## config.mk

```make
export PLATFORM = sky130hd
export DESIGN_NAME = parity_arbiter
export DESIGN_NICKNAME = d
export VERILOG_FILES = /design/src/rtl/parity_arbiter.sv
export SDC_FILE = /design/constraint.sdc
export NUM_CORES = 1
export LEC_CHECK = 0
export ABC_AREA = 1
export CORE_UTILIZATION = 55
export CTS_BUF_LIST = sky130_fd_sc_hd__clkbuf_16
export CTS_CLUSTER_DIAMETER = 40
export DETAILED_ROUTE_END_ITERATION = 8
export MAX_ROUTING_LAYER = met4
export PLACE_DENSITY_LB_ADDON = 0.15
export SLEW_MARGIN = 20
export SYNTH_ARGS = -nofsm -noshare
export SYNTH_HDL_FRONTEND = slang
export SYNTH_SLANG_ARGS = --single-unit
```

## constraint.sdc

```tcl
create_clock -name clk -period 3.4 [get_ports clk]
set_input_delay 1.02 -clock clk [delete_from_list [all_inputs] [get_ports clk]]
set_output_delay 1.02 -clock clk [all_outputs]
set_load 0.02 [all_outputs]
```

## src/rtl/parity_arbiter.sv

```systemverilog
// parity_arbiter: round-robin shared even/odd classifier for two requesters,
// with per-requester saturating even/odd event counters.
module parity_arbiter #(
    parameter int CNT_W = 8
) (
    input  logic             clk,
    input  logic             reset,
    input  logic             clear,
    input  logic [1:0]       req,
    input  logic [3:0]       data0,
    input  logic [3:0]       data1,
    output logic [1:0]       gnt,
    output logic             busy,
    output logic             done,
    output logic             done_id,
    output logic             done_even,
    output logic [CNT_W-1:0] even_cnt0,
    output logic [CNT_W-1:0] odd_cnt0,
    output logic [CNT_W-1:0] even_cnt1,
    output logic [CNT_W-1:0] odd_cnt1
);

    typedef enum logic [1:0] {
        IDLE,
        GRANT,
        EVAL,
        RESP
    } state_t;

    state_t           state;
    state_t           state_nxt;
    logic             prio;
    logic             winner;
    logic             win_nxt;
    logic [3:0]       val;
    logic             even_r;
    logic             id_r;
    logic [3:0]       inc;
    logic [CNT_W-1:0] cnt [4];

    always_comb begin
        state_nxt = state;
        win_nxt   = winner;
        unique case (state)
            IDLE: begin
                if (req != 2'b00) begin
                    state_nxt = GRANT;
                    unique case (req)
                        2'b01:   win_nxt = 1'b0;
                        2'b10:   win_nxt = 1'b1;
                        default: win_nxt = prio;
                    endcase
                end
            end
            GRANT:   state_nxt = EVAL;
            EVAL:    state_nxt = RESP;
            RESP:    state_nxt = IDLE;
            default: state_nxt = IDLE;
        endcase
    end

    always_ff @(posedge clk or negedge reset) begin
        if (!reset) begin
            state  <= IDLE;
            winner <= 1'b0;
            prio   <= 1'b0;
            val    <= 4'h0;
            even_r <= 1'b0;
            id_r   <= 1'b0;
        end else begin
            state  <= state_nxt;
            winner <= win_nxt;
            if (state == GRANT) begin
                val <= winner ? data1 : data0;
            end
            if (state == EVAL) begin
                even_r <= ~val[0];
                id_r   <= winner;
            end
            if (state == RESP) begin
                prio <= ~winner;
            end
        end
    end

    assign gnt       = (state == GRANT) ? (winner ? 2'b10 : 2'b01) : 2'b00;
    assign busy      = (state != IDLE);
    assign done      = (state == RESP);
    assign done_id   = id_r;
    assign done_even = even_r;

    // counter order: even0, odd0, even1, odd1
    always_comb begin
        inc = 4'b0000;
        if (state == RESP) begin
            inc[{winner, ~even_r}] = 1'b1;
        end
    end

    always_ff @(posedge clk or negedge reset) begin
        if (!reset) begin
            for (int i = 0; i < 4; i++) begin
                cnt[i] <= '0;
            end
        end else begin
            for (int i = 0; i < 4; i++) begin
                if (clear) begin
                    cnt[i] <= '0;
                end else if (inc[i] && (cnt[i] != '1)) begin
                    cnt[i] <= cnt[i] + CNT_W'(1);
                end
            end
        end
    end

    assign even_cnt0 = cnt[0];
    assign odd_cnt0  = cnt[1];
    assign even_cnt1 = cnt[2];
    assign odd_cnt1  = cnt[3];

endmodule

```

# Word-level counts from Yosys, hierarchy flattened
# Index checks and enable logic that the tools add are counted.
# W data, S select, Z words.
[op_classes]
n_bitwise = 3
order_cmp = 2
n_eq_ne = 10
n_mux = 17
n_addsub = 4
reduce_logical = 13
[ops]
columns = ["operator", "n"]
rows = [
  ["$mux W8", 8],
  ["$add A8 B1 Y8 const B", 4],
  ["$ne A8 B8 Y1 const B", 4],
  ["$reduce_bool A2 Y1", 6],
  ["$pmux W2 S4", 1],
  ["$eq A2 B2 Y1 const B", 3],
  ["$mux W2", 3],
  ["$logic_and A1 B1 Y1", 5],
  ["$eq A2 B1 Y1 const B", 2],
  ["$mux W4", 1],
  ["$lt A2 B3 Y1 const B", 1],
  ["$not A1 Y1", 3],
  ["$demux W1 S2", 1],
  ["$ge A2 B1 Y1 const B", 1],
  ["$logic_not A2 Y1", 1],
  ["$mux W1", 2],
  ["$ne A2 B2 Y1 const B", 1],
  ["$pmux W1 S2", 1],
  ["$reduce_and A2 Y1", 1],
]
[totals]
register_bits = 39
output_inout_bits = 38
input_bits = 13

# Longest topological paths before layout
[depth]
depth_word = 9
mapped_depth = 9
ltp_nobuf = 9

# Least setup slack after synthesis
# No wires, ideal clock.
[synth_path]
kind = "register to output"
start = "register state[1]"
end = "output gnt[0]"
arrival_time_ns = 0.990
stages_incl_launch_ff = 5
setup_slack_ns = 1.390
path_cell_list = "dfrtp_1 -> inv_1 -> ha_1 -> inv_1 -> nor2_1"
[synth_via]
elab_chain_cells = 2
[synth_rtl]
columns = ["element", "line", "text"]
rows = [
  ["start: declaration", "30", "state_t state;"],
  ["start signal: assignment", "71", "state <= state_nxt;"],
  ["$eq A2 B1 Y1", "86", "assign gnt = (state == GRANT) ? (winner ? 2'b10 : 2'b01) : 2'b00;"],
  ["$mux W2", "86", ""],
  ["end: declaration", "12", "output logic [1:0] gnt,"],
]
# Every way passes these cells.

# Worst setup path after layout
# Ends and elaborated chain as after synthesis.

==> impl_metrics.json <==
{
  "worst-endpoint-required_ns": 2.38,
  "drt_iter0_drc": 178,
  "drv_slew": 0,
  "crit_path_start": "state[1]",
  "end_kind": "primary output",
  "fin_crit_sh_pct": 84.3,
  "chipHeight_um": 67.7,
  "globalRouteTotalUtil_pct": 26.5,
  "synth_top_area_cell": "dfrtp_1",
  "dieWidth_um": 67.7,
  "maxSlewHeadroom_pct": 41.6,
  "ant_nets": 0,
  "ctsLongestPathBuffers": 2,
  "fin_nets": 388,
  "rsz0062_at_grt": "false",
  "synth_common_cells": "90 x nand2_1, 39 x dfrtp_1, 37 x inv_1",
  "grt_max_degree": 40,
  "cts_resized": 0,
  "core_mm2": 0.00409,
  "peakVddDrop_v": 0.000329,
  "wl_per_cell_um": 12.3,
  "yosysWarnings": 0,
  "clk_pin_slew_ns": 0.07,
  "cp_data_arrival_time_ns": 1.84,
  "finalWirelength_mm": 5.10,
  "ys_seq_area_share_pct": 41.1,
  "dpl.hpwl_mm": 3.57,
  "ys_async_sr_fraction_pct": 100,
  "status": "finished, final reports clean",
  "fin_crit_ns": 2.86,
  "synth_top_area_share_pct": 41.1,
  "layout-drive-gt1-share_pct": 10.1,
  "synth.cell_area_mm2": 0.00238,
  "hp-class": "flop to flop",
  "fp.dieArea_mm2": 0.00459,
  "synthTopCellsByArea": "dfrtp_1 41%, nand2_1 14%, nand3_1 7.2%",
  "cts_hold_buf": 0,
  "fin_ws_ns": 0.535,
  "post-synth-top-count-cell": "nand2_1",
  "ios": 51,
  "drtPass1Iterations": 4,
  "placementRows": 23,
  "htreeDepth": 2,
  "cts_tree": "yes",
  "clkSinkCount": 39,
  "synthCells": 316,
  "synth-main-ff-cell": "dfrtp_1",
  "power.leakage_nw": 1.48,
  "start_util_pct": 58.1,
  "grt_pass1_wl_mm": 8.89,
  "area_growth_pct": 28.4,
  "io_buffers": 44,
  "seq_area_um2": 976,
  "numCtsBuffers": 5,
  "fill_cells": 339,
  "min_from": "val[0]",
  "maxCapViolations": 0,
  "place.gp.congestion": 0.843,
  "synthDistinctLibCells": 27,
  "n_antenna_cell": 0,
  "worstMarginPinSlew_ns": 0.876,
  "post-cts-setup-buffers": 0,
  "multi_input_area_mm2": 0.00122,
  "clock_skew_ns": 0.00953,
  "syn_nets": 340,
  "cellPowerDensity_mw_per_mm2": 547,
  "pre_cts_ws_ns": 0.853,
  "setup_tns_ns": 0,
  "synth_edf_count": 0,
  "hold_viol": 0,
  "antenna_found_initial": 0,
  "cp_max_fo": 4,
  "final_util_pct": 74.7,
  "drc": 0,
  "crit_type": "flop to primary output",
  "num_vias": 2141,
  "ys_seq_elements": 39,
  "fin_total_pwr_mw": 1.67,
  "timing.hold.ws_ns": 0.468,
  "grt_pass1_vias": 2069,
  "fmax_mhz": 349,
  "finalSetupViolations": 0,
  "syn_area_per_cell_um2": 7.52,
  "grt_overflow_total": 0,
  "reg2reg_from": "state[0]",
  "startpoint_type": "flop",
  "insertion_delay_ns": 0.29,
  "cts_root_buf": "clkbuf_16",
  "vias_per_cell": 5.16
}
-- cell type report --
type | instances | area share (%)
Multi-Input combinational cell | 233 | 40.1
Sequential cell | 39 | 32.0
Timing Repair Buffer | 45 | 14.5
Inverter | 40 | 5.04
Clock buffer | 5 | 4.10
Clock inverter | 3 | 2.21
Tap cell | 50 | 2.05
-- critical path, cell delays in order, from the launching register on --
cell,delay [ns]
dfrtp_1,0.40
inv_1,0.13
ha_1,0.19
inv_1,0.06
nor2_1,0.15
clkdlybuf4s50_1,0.63
-- sequential cells by signal (all words and copies together) (netlist names) --
signal and flops:
val 1, done_even 1, winner 1, even_cnt1 8, prio 1, even_cnt0 8, odd_cnt1 8, done_id 1
odd_cnt0 8, state 2
-- path summary, 6_finish.rpt --
| kind | to | slack [ns] | cells after the start |
|---|---|---|---|
| worst max register to register | odd_cnt1[7] | 1.90 | 8 |
| worst min register to register | done_even | 0.47 | 1 |
| min in group asynchronous | even_cnt0[0] | 0.85 | 1 |
| max in group asynchronous | state[0] | 1.99 | 1 |
| worst max-delay path | gnt[0] | 0.54 | 5 |
| worst min-delay path | done_even | 0.47 | 1 |
-- per-stage QoR --
step | area [um2] | instances
after floorplan | 2380 | 316
after detailed placement | 2860 | 407
after global routing | 3050 | 415
after global placement | 2860 | 407
after CTS | 3050 | 415
final | 3050 | 415
-- kinds of logic after synthesis --
group / Yosys count / synth area share, %
adders and majority gates: 11 / 5.79
buffers and inverters: 44 / 7.42
DFF: 39 / 41.1
and+or+nand+nor: 183 / 35.1
AOI/OAI and AO/OA: 28 / 6.53
xor gates and xnor gates: 11 / 4.05
-- routing by layer --
metal | GRT usage [%] | up-vias | wire length [um]
li1 | - | 1090 | -
met1 | 32.0 | 994 | 2340
met2 | 43.2 | 48 | 2490
met3 | 5.24 | 9 | 185
met4 | 9.84 | 0 | 85
met5 | - | - | 0
-- placed cells by master (no fill, tap or decap), types with 2 or more instances in the layout --
cell and n:
clkbuf_16 5, bufinv_16 2, ha_1 11, nor2_1 34, nor3_1 2, nand3b_1 2
dfrtp_1 39, a21oi_2 3, nor2_4 5, inv_1 37, nand2_1 90, nor2_2 2
o21ai_0 12, clkdlybuf4s50_1 43, a21oi_1 7, nand2_2 10, nand2_4 2, nand3_1 34
xor2_1 10, o21ai_1 4
-- where the power goes --
group	switching [mW]	internal [mW]	leakage [nW]	total (mW)
combinational	0.286	0.185	0.866	0.471
clock	0.190	0.420	0.0900	0.611
sequential	0.0622	0.526	0.528	0.589
total	0.538	1.13	1.48	1.67
Note: power is estimated with default switching activity, not from simulation.
